### src/rtl/layer_sequencer.sv
// Multi-layer forward-pass sequencer: owns the per-layer descriptor table, programs the
// address generator per layer, gates the MAC and ping-pongs the neuron buffers.
module layer_sequencer #(
   parameter int         MAX_LAYERS = 4,
   parameter logic [7:0] N_INPUTS   = 8'd4,
   parameter logic [7:0] BUF_A_BASE = 8'h00,
   parameter logic [7:0] BUF_B_BASE = 8'h80,
   localparam int        LW         = $clog2(MAX_LAYERS)
) (
   input  logic          clk,
   input  logic          reset,
   input  logic          cfg_we,
   input  logic [LW-1:0] cfg_layer,
   input  logic [7:0]    cfg_nk,
   input  logic [7:0]    cfg_wbase,
   input  logic [LW:0]   cfg_num_layers,
   input  logic          start,
   output logic          busy,
   output logic          done,
   output logic [7:0]    out_base,
   output logic [LW-1:0] layer_idx,
   output logic          ag_read,
   output logic [7:0]    ag_nk,
   output logic [7:0]    ag_w_base,
   output logic [7:0]    ag_nr_base,
   output logic [7:0]    ag_nw_base,
   input  logic          ag_neuron_finished,
   input  logic          ag_finished,
   output logic          mac_en,
   output logic          mac_clr,
   output logic          act_we
);

   localparam logic [2:0] IDLE  = 3'd0;
   localparam logic [2:0] PRIME = 3'd1;
   localparam logic [2:0] LOAD  = 3'd2;
   localparam logic [2:0] RUN   = 3'd3;
   localparam logic [2:0] DONE  = 3'd4;

   logic [2:0]    state_r, next_s;
   logic [LW-1:0] layer_idx_r, last_idx_r, last_idx_s;
   logic [7:0]    rd_buf_r, wr_buf_r, out_base_r;
   logic [7:0]    nk_tbl_r [MAX_LAYERS];
   logic [7:0]    wb_tbl_r [MAX_LAYERS];
   logic [7:0]    cur_nk_s;
   logic          skip_s, last_s;

   assign cur_nk_s = nk_tbl_r[layer_idx_r];
   assign skip_s   = (cur_nk_s == 8'd0);
   assign last_s   = (layer_idx_r == last_idx_r);

   // Clamp requested layer count to 1..MAX_LAYERS and keep it as the last layer index.
   always_comb begin
      last_idx_s = '0;
      if (cfg_num_layers == '0) begin
         last_idx_s = '0;
      end else if (cfg_num_layers > (LW+1)'(MAX_LAYERS)) begin
         last_idx_s = LW'(MAX_LAYERS - 1);
      end else begin
         last_idx_s = LW'(cfg_num_layers - 1'b1);
      end
   end

   // Next-state logic; a skipped layer advances straight from LOAD without a RUN.
   always_comb begin
      next_s = state_r;
      case (state_r)
         IDLE:    if (start) next_s = PRIME; else next_s = IDLE;
         PRIME:   next_s = LOAD;
         LOAD: begin
            if (!skip_s)     next_s = RUN;
            else if (last_s) next_s = DONE;
            else             next_s = LOAD;
         end
         RUN: begin
            if (!ag_finished) next_s = RUN;
            else if (last_s)  next_s = DONE;
            else              next_s = LOAD;
         end
         DONE:    next_s = IDLE;
         default: next_s = IDLE;
      endcase
   end

   // State, descriptor table, layer index and buffer ping-pong registers.
   always_ff @(posedge clk) begin
      if (reset) begin
         state_r     <= IDLE;
         layer_idx_r <= '0;
         last_idx_r  <= '0;
         rd_buf_r    <= BUF_A_BASE;
         wr_buf_r    <= BUF_B_BASE;
         out_base_r  <= BUF_A_BASE;
         for (int i = 0; i < MAX_LAYERS; i++) begin
            nk_tbl_r[i] <= 8'd0;
            wb_tbl_r[i] <= 8'd0;
         end
      end else begin
         state_r <= next_s;
         if (state_r == IDLE && cfg_we) begin
            nk_tbl_r[cfg_layer] <= cfg_nk;
            wb_tbl_r[cfg_layer] <= cfg_wbase;
         end
         case (state_r)
            IDLE: begin
               if (start) begin
                  layer_idx_r <= '0;
                  last_idx_r  <= last_idx_s;
                  rd_buf_r    <= BUF_A_BASE;
                  wr_buf_r    <= BUF_B_BASE;
               end
            end
            LOAD: begin
               if (skip_s && !last_s) layer_idx_r <= layer_idx_r + 1'b1;
            end
            RUN: begin
               if (ag_finished) begin
                  rd_buf_r <= wr_buf_r;
                  wr_buf_r <= rd_buf_r;
                  if (!last_s) layer_idx_r <= layer_idx_r + 1'b1;
               end
            end
            DONE:    out_base_r <= rd_buf_r;
            default: ;
         endcase
      end
   end

   // Output decode; after the final swap rd_buf holds the last layer's outputs.
   always_comb begin
      busy       = (state_r != IDLE);
      done       = (state_r == DONE);
      out_base   = (state_r == DONE) ? rd_buf_r : out_base_r;
      layer_idx  = layer_idx_r;
      ag_read    = 1'b0;
      ag_nk      = 8'd0;
      ag_w_base  = 8'd0;
      ag_nr_base = 8'd0;
      ag_nw_base = 8'd0;
      if (state_r == PRIME) begin
         ag_read = 1'b1;
         ag_nk   = N_INPUTS;
      end else if (state_r == LOAD && !skip_s) begin
         ag_read    = 1'b1;
         ag_nk      = cur_nk_s;
         ag_w_base  = wb_tbl_r[layer_idx_r];
         ag_nr_base = rd_buf_r;
         ag_nw_base = wr_buf_r;
      end else begin
         ag_read = 1'b0;
      end
      mac_en  = (state_r == RUN);
      mac_clr = (state_r == RUN) && ag_neuron_finished;
      act_we  = (state_r == RUN) && ag_neuron_finished;
   end

endmodule

### config.mk
export PLATFORM = sky130hd
export DESIGN_NAME = layer_sequencer
export DESIGN_NICKNAME = d
export VERILOG_FILES = /design/src/rtl/layer_sequencer.sv
export SDC_FILE = /design/constraint.sdc
export NUM_CORES = 1
export LEC_CHECK = 0
export BUFFER_PORTS_ARGS = -buffer_cell sky130_fd_sc_hd__buf_2
export CORE_MARGIN = 4
export CORE_UTILIZATION = 35
export CTS_CLUSTER_DIAMETER = 100
export DETAILED_ROUTE_END_ITERATION = 10
export PLACE_DENSITY = 0.51
export SETUP_SLACK_MARGIN = 0.1
export SYNTH_ARGS = -nofsm -noshare
export SYNTH_HDL_FRONTEND = slang
export SYNTH_SLANG_ARGS = --single-unit
### constraint.sdc
create_clock -name clk -period 5.1 [get_ports clk]
set_input_delay 0.255 -clock clk [delete_from_list [all_inputs] [get_ports clk]]
set_output_delay 0.255 -clock clk [all_outputs]
set_load 0.03 [all_outputs]
==> summary.md, run 1 <==
| Metric | Value |
|---|---|
| Status | finished clean |
| Slew headroom | 30.59% |
| # diodes | 0 |
| Final worst path period share | 75.23% |
| Post-CTS setup repair buffer count | 0 |
| Post-synthesis net count | 378 |
| Drt first pass iters | 4 |
| Total clock sinks | 97 |
| Synth area leader | edfxtp_1 |
| Synth Register Bits | 97 |
| Worst min-delay path category | input port to register |
| IO buf count | 74 |
| Leakage | 2.212 nW |
| Setup TNS | 0 ns |
| Pwr per Cell Area | 321.5 nW/um2 |
| Post-CTS Hold Buffers | 0 |
| Max Cap Violations | 0 |
| Crit Path Class | register to output pin |
| Final wirelength | 10.23 mm |
| CTS tree | done |
| Fraction of registers with async set/reset | 0% |
| Hold Path Stages | 3 |
| Final setup violation count | 0 |
| Dpl hpwl | 6.688 mm |
| WL/cell | 17.28 um |
| Starting Density | 35.81% |
| Gate power share | 10.3% |
| I/O pins | 75 |
| First-pass GRT wire length | 16.11 mm |
| Initial antenna violation count | 2 |
| Starting DRT DRC Count | 170 |
| Post-synthesis cell count | 350 |
| Top_reg_cell synth | edfxtp_1 |
| CP endpoint kind | output pin |
| Peak VDD IR | 0.0001677 V |
| Yosys cell types | 51 |
| Setup Skew | 0.009720 ns |
| Crit path launch type | register |
| Register area share after synthesis | 56.92% |
| Tmin final | 3.837 ns |
| Fraction of layout cells with a size suffix above 1 | 30.24% |
| Max-slew violation count | 0 |
| Largest net degree at the start of global routing | 41 |
| Switching Power | 0.4082 mW |
| Top cell type's share of synthesized area | 42.36% |
| Max clock buf depth | 2 |
| Nets | 444 |
| Global route total overflow | 0 |
| Cts repair resizes | 0 |
| Rows | 41 |
| Reg2Reg Setup Slack | 1.93 ns |
| Via/cell ratio | 4.932 |
| Worst hold slack | 0.1956 ns |
| Syn_area_per_cell | 12.96 um2 |
| Sequential share of power | 52.0% |
| Final Wtd Congestion | 0.7292 |
| Chip Width | 121.9 um |
| Yosys warning total | 0 |
| Final Hold Viols | 0 |
| Measured slew at the worst slew-check pin | 1.037 ns |
| CP Max Fanout | 16 |
| Cell at the root of the clock tree | clkbuf_16 |
| Synthesis-to-layout area growth | 17.46% |
| # DRC | 0 |
| Internal | 1.305 mW |
| Clock transition at path regs | 0.07 ns |
| Max Freq | 0.2606 GHz |
| Top cells by area, synth | edfxtp_1 42%, dfxtp_1 15%, and2_1 10% |
| Post-synth EDFFs | 64 |
| H-Tree Depth | 3 |
| Worst R2R Path Depth | 4 |
| Worst Path Required | 4.85 ns |
| Area of the die | 14850 um2 |
| Synth Cell Area | 4537 um2 |
| Clock power frac | 37.8% |
| Die H | 121.9 um |
| Most frequent cells in the layout | 74 x and2_1, 74 x buf_2, 64 x edfxtp_1, 33 x dfxtp_1, 25 x nor2_1 |
| GRT Util Overall | 14.55% |
| TritonCTS buffer count | 9 |
| Critical path data arrival time | 3.58 ns |
| Switching Fraction | 23.83% |
| Clk Latency, worst-skew pair | 0.35 ns |
| Post-DRT Antenna Nets | 0 |
| RSZ-0062 raised after global routing | false |
| Vias in the first global route | 2947 |
| Via count | 2920 |
| Core Area | 12670 um2 |
through the flow:
step | instances | power [mW] | utilization, % | setup WS [ns] | instance area, um2
after floorplan | 350 | 1.022 | - | 2.605 | 4537
after detailed placement | 577 | 1.087 | 39.87 | 1.523 | 5052
final | 592 | 1.713 | 42.06 | 1.263 | 5329
after global placement | 577 | 1.086 | 39.87 | 1.542 | 5052
after global routing | 592 | 1.791 | 42.06 | 1.036 | 5329
after CTS | 592 | 1.744 | 42.06 | 1.132 | 5329
worst max-delay path, stage by stage, from the launching register on:
cell and delay [ns]:
dfxtp_1 0.94, mux4_1 0.67, or4_4 0.59, o21ai_2 0.54
o21ai_0 0.24, buf_2 0.24
power by group through the flow:
stage	Clock, mW	Combinational, mW	Sequential (mW)
6_report	0.647	0.176	0.890
3_5_place_dp	0	0.179	0.908
4_1_cts	0.673	0.180	0.891
5_1_grt	0.704	0.194	0.893
3_3_place_gp	0	0.179	0.907
2_1_floorplan	0	0.124	0.898
cells in the mapped netlist, types with 2 or more instances:
| library cell | instances |
|---|---|
| inv_1 | 5 |
| a21oi_1 | 4 |
| o21ai_0 | 2 |
| nor2_1 | 25 |
| and2_4 | 10 |
| clkbuf_2 | 2 |
| and3_1 | 9 |
| or4_4 | 2 |
| xor2_1 | 2 |
| dfxtp_1 | 33 |
| buf_2 | 2 |
| or2_2 | 3 |
| mux2_2 | 8 |
| nor2b_1 | 18 |
| and2_1 | 74 |
| edfxtp_1 | 64 |
| a221oi_1 | 2 |
| buf_4 | 2 |
| a22oi_1 | 15 |
| clkbuf_1 | 11 |
| mux4_2 | 5 |
| o21ai_2 | 2 |
| nand2_1 | 4 |
| nand3_1 | 2 |
| a311oi_1 | 3 |
| nor3_1 | 4 |
| mux4_1 | 11 |
| or2b_1 | 2 |
| buf_6 | 2 |
flip-flops by register name, indices dropped and copies added (netlist names), named ones only:
name	count
wr_buf_r	8
wb_tbl_r	32
rd_buf_r	8
state_r	3
out_base_r	8
nk_tbl_r	32
layer_idx	2
last_idx_r	2
layout make-up:
| type | count | area [um2] |
|---|---|---|
| Inverter | 5 | 18.77 |
| Timing Repair Buffer | 77 | 392.9 |
| Tap cell | 172 | 215.2 |
| Multi-Input combinational cell | 226 | 1843 |
| Clock buffer | 10 | 229.0 |
| Sequential cell | 97 | 2582 |
| Fill cell | 1238 | 7342 |
| Clock inverter | 5 | 47.55 |
worst paths after layout:
| check | start | endpoint |
|---|---|---|
| worst min-delay path | cfg_num_layers[2] | last_idx_r[0] |
| worst max-delay path | register | ag_read |
| worst max register to register | state_r[0] | wb_tbl_r[2][0] |
| worst min register to register | last_idx_r[1] | last_idx_r[1] |
kinds of logic (layout without fill, tap and decap cells):
| group | after synthesis | in the layout | synth area share (%) |
|---|---|---|---|
| AOI/OAI and AO/OA | 36 | 36 | 5.958 |
| xor gates and xnor gates | 2 | 2 | 0.3862 |
| adders and majority gates | 2 | 2 | 0.4964 |
| buffers and inverters | 27 | 97 | 3.309 |
| DFF | 97 | 97 | 56.92 |
| muxes | 24 | 24 | 10.84 |
| and+or+nand+nor | 162 | 162 | 22.09 |
metal layers:
layer / vias up / share of wire, % / routed length [um] / track usage [%]
li1: 1405 / - / - / -
met1: 1430 / 46 / 4736 / 18.91
met2: 66 / 47 / 4789 / 23.38
met3: 15 / 5.0 / 510 / 4.410
met4: 4 / 1.7 / 172 / 4.692
met5: - / 0.21 / 21 / 0
Note: power is estimated with default switching activity, not from simulation.
==> run 2: changes to the inputs <==
--- a/config.mk
+++ b/config.mk
@@ -10,7 +10,7 @@
 export CORE_UTILIZATION = 35
 export CTS_CLUSTER_DIAMETER = 100
 export DETAILED_ROUTE_END_ITERATION = 10
-export PLACE_DENSITY = 0.51
+export PLACE_DENSITY = 0.53
 export SETUP_SLACK_MARGIN = 0.1
 export SYNTH_ARGS = -nofsm -noshare
 export SYNTH_HDL_FRONTEND = slang
==> constraint.sdc (replaced) <==
create_clock -name clk -period 3.5 [get_ports clk]
set_input_delay 0.175 -clock clk [delete_from_list [all_inputs] [get_ports clk]]
set_output_delay 0.175 -clock clk [all_outputs]
set_load 0.03 [all_outputs]
==> run 2 against run 1 <==
Via count shrank 0.62%. Largest power group unchanged. Clock-buffer cell count shrank 1. Final area grew 1.2%.
==> summary.md, run 2 (synthesis results as in run 1) <==
| Metric | Value |
|---|---|
| CP Buf/Inv Count | 3 (was 1) |
| Crit path launch type | register (unchanged) |
| IO buf count | 74 (unchanged) |
| Clk Latency, worst-skew pair | 0.35 ns (about the same) |
| Initial antenna violation count | 0 (was 2) |
| TritonCTS buffer count | 9 (unchanged) |
| Dpl hpwl | 6.903 mm (was 6.688 mm) |
| Final wirelength | 10.10 mm (was 10.23 mm) |
| Most frequent cells in the layout | 74 x and2_1, 74 x buf_2, 64 x edfxtp_1, 33 x dfxtp_1, 25 x nor2_1 (unchanged) |
| Tmin final | 3.191 ns |
| Setup Skew | 0.007130 ns (was 0.009720 ns) |
| # diodes | 0 (unchanged) |
| # DRC | 0 (unchanged) |
| Area of the die | 14850 um2 (unchanged) |
| Chip Width | 121.9 um (unchanged) |
| Core Area | 12670 um2 (unchanged) |
| WL/cell | 16.84 um (was 17.28 um) |
| Status | finished clean (unchanged) |
| Final Cell Area | 5390 um2 (was 5329 um2) |
| Post-CTS Hold Buffers | 0 (unchanged) |
| Final setup violation count | 0 (unchanged) |
| RR Endpoint | nk_tbl_r[2][1] (was wb_tbl_r[2][0]) |
| Post-CTS setup repair buffer count | 0 (unchanged) |
| Critical path data arrival time | 3.02 ns (was 3.58 ns) |
| GRT Util Overall | 14.18% (was 14.55%) |
| Cell at the root of the clock tree | clkbuf_16 (unchanged) |
| Slowest stage delay, CP | 0.57 ns (was 0.94 ns) |
| Fin util | 42.54% (was 42.06%) |
| Fraction of layout cells with a size suffix above 1 | 32.24% (was 30.24%) |
| Final Hold Viols | 0 (unchanged) |
| Post-Place Cell Area | 5079 um2 (was 5052 um2) |
| I/O pins | 75 (unchanged) |
| Cts repair resizes | 0 (unchanged) |
| Pwr per Cell Area | 478.0 nW/um2 (was 321.5 nW/um2) |
| Worst Path Required | 3.32 ns (was 4.85 ns) |
| Clock transition at path regs | 0.07 ns (about the same) |
| Worst min-delay path category | input port to register (unchanged) |
| Max-slew violation count | 0 (unchanged) |
| H-Tree Depth | 3 (unchanged) |
| Starting Density | 35.81% (unchanged) |
| Drt first pass iters | 4 (unchanged) |
| Final worst path period share | 91.18% |
| Via count | 2902 (was 2920) |
| Total chip power | 2.576 mW (was 1.713 mW) |
| Most used cell, CP | buf_4 |
| Post-DRT Antenna Nets | 0 (unchanged) |
| Total clock sinks | 97 (unchanged) |
| Largest regs | nk_tbl_r x32, wb_tbl_r x32 (unchanged) |
| Largest net degree at the start of global routing | 41 (unchanged) |
| Max Cap Violations | 0 (unchanged) |
| Final Wtd Congestion | 0.7747 (was 0.7292) |
| Top delay family on crit path | buffers and inverters (was flip-flops) |
| Slew headroom | 35.84% (was 30.59%) |
| First-pass GRT wire length | 15.73 mm (was 16.11 mm) |
| Worst hold start | cfg_wbase[1] (was cfg_num_layers[2]) |
| Via/cell ratio | 4.837 (was 4.932) |
| Peak VDD IR | 0.0002058 V (was 0.0001677 V) |
| CTS tree | done (unchanged) |
| Synthesis-to-layout area growth | 18.81% (was 17.46%) |
| Vias in the first global route | 2837 (was 2947) |
| Hold EP | wb_tbl_r[3][1] (was last_idx_r[0]) |
| Measured slew at the worst slew-check pin | 0.9588 ns (was 1.037 ns) |
| Worst-path cell chain | buf_4 > mux4_2 > or4_4 > o21ai_2 > buf_4 > nor2b_1 > buf_2 (was mux4_1 > or4_4 > o21ai_2 > o21ai_0 > buf_2) |
| Slowest cell on the critical path | dfxtp_1 (unchanged) |
| Max clock buf depth | 2 (unchanged) |
| Starting DRT DRC Count | 249 (was 170) |
| Worst R2R Path Depth | 5 (was 4) |
| Crit Path Class | register to output pin (unchanged) |
| Nets | 451 (was 444) |
| Hold Path Stages | 2 (was 3) |
| CP Max Fanout | 8 (was 16) |
| Global route total overflow | 0 (unchanged) |
| Leakage | 2.249 nW (was 2.212 nW) |
| Max Freq | 0.3133 GHz |
| Die H | 121.9 um (unchanged) |
| Setup TNS | 0 ns (unchanged) |
| Rows | 41 (unchanged) |
| RSZ-0062 raised after global routing | false (unchanged) |
| Reg2Reg Setup Slack | 0.89 ns (was 1.93 ns) |
| CP endpoint kind | output pin (unchanged) |
| RR Startpoint | state_r[2] (was state_r[0]) |
run 2: cell types whose count changed in the layout (fill, tap and decap cells not counted), sizes merged:
cell	previous run	this run
buf	77	84
clkbuf	10	9
clkinv	4	2
clkinvlp	0	1
inv	5	8
run 2: power by group:
group	switching, mW	leakage (nW)	internal [mW]	total, mW
registers	0.0203	0.931	1.27	1.29
clock network	0.456	0.150	0.569	1.02
logic	0.170	1.17	0.0882	0.258
run 2: per-stage QoR:
| step | hold WS, ns | cells | worst slack, ns |
|---|---|---|---|
| after floorplan | 0.3511 | 350 | 1.085 |
| after global placement | 0.4848 | 584 | 0.7404 |
| after detailed placement | 0.4829 | 584 | 0.6456 |
| after CTS | 0.1176 | 600 | 0.2442 |
| after global routing | 0.1352 | 600 | 0.1224 |
| final | 0.1316 | 600 | 0.3086 |
run 2: worst register-to-register path: stages (launching register included):
cell and delay [ns]:
dfxtp_1 0.38, nor3_1 0.60, nand2_1 0.27, nor4b_2 0.31, buf_4 0.26, or2_2 0.43
run 2: per-layer routing:
metal	share of wire, %	track usage (%)	up-vias
li1	-	-	1418
met5	0	0	-
met3	6.2	3.343	15
met2	46	22.24	78
met1	45	18.75	1391
met4	2.0	6.373	0
run 2: final cells by class:
cell class / instances / area, um2
multi-input combinational: 226 / 1817
clock inverter: 7 / 86.33
clock buffer: 9 / 225.2
inverter: 5 / 18.77
timing repair buffer: 84 / 445.4
fill: 1207 / 7281
sequential: 97 / 2582
tap: 172 / 215.2
run 2: how the worst max path moves through the flow:
stage	end	depth (start not counted)	slack, ns	from
2_1_floorplan	ag_read	6	1.09	register
3_5_place_dp	ag_w_base[3]	7	0.65	register
6_report	ag_w_base[1]	7	0.31	register
5_1_grt	ag_w_base[3]	7	0.12	register
4_1_cts	ag_w_base[3]	7	0.24	register
3_3_place_gp	ag_w_base[0]	7	0.74	register
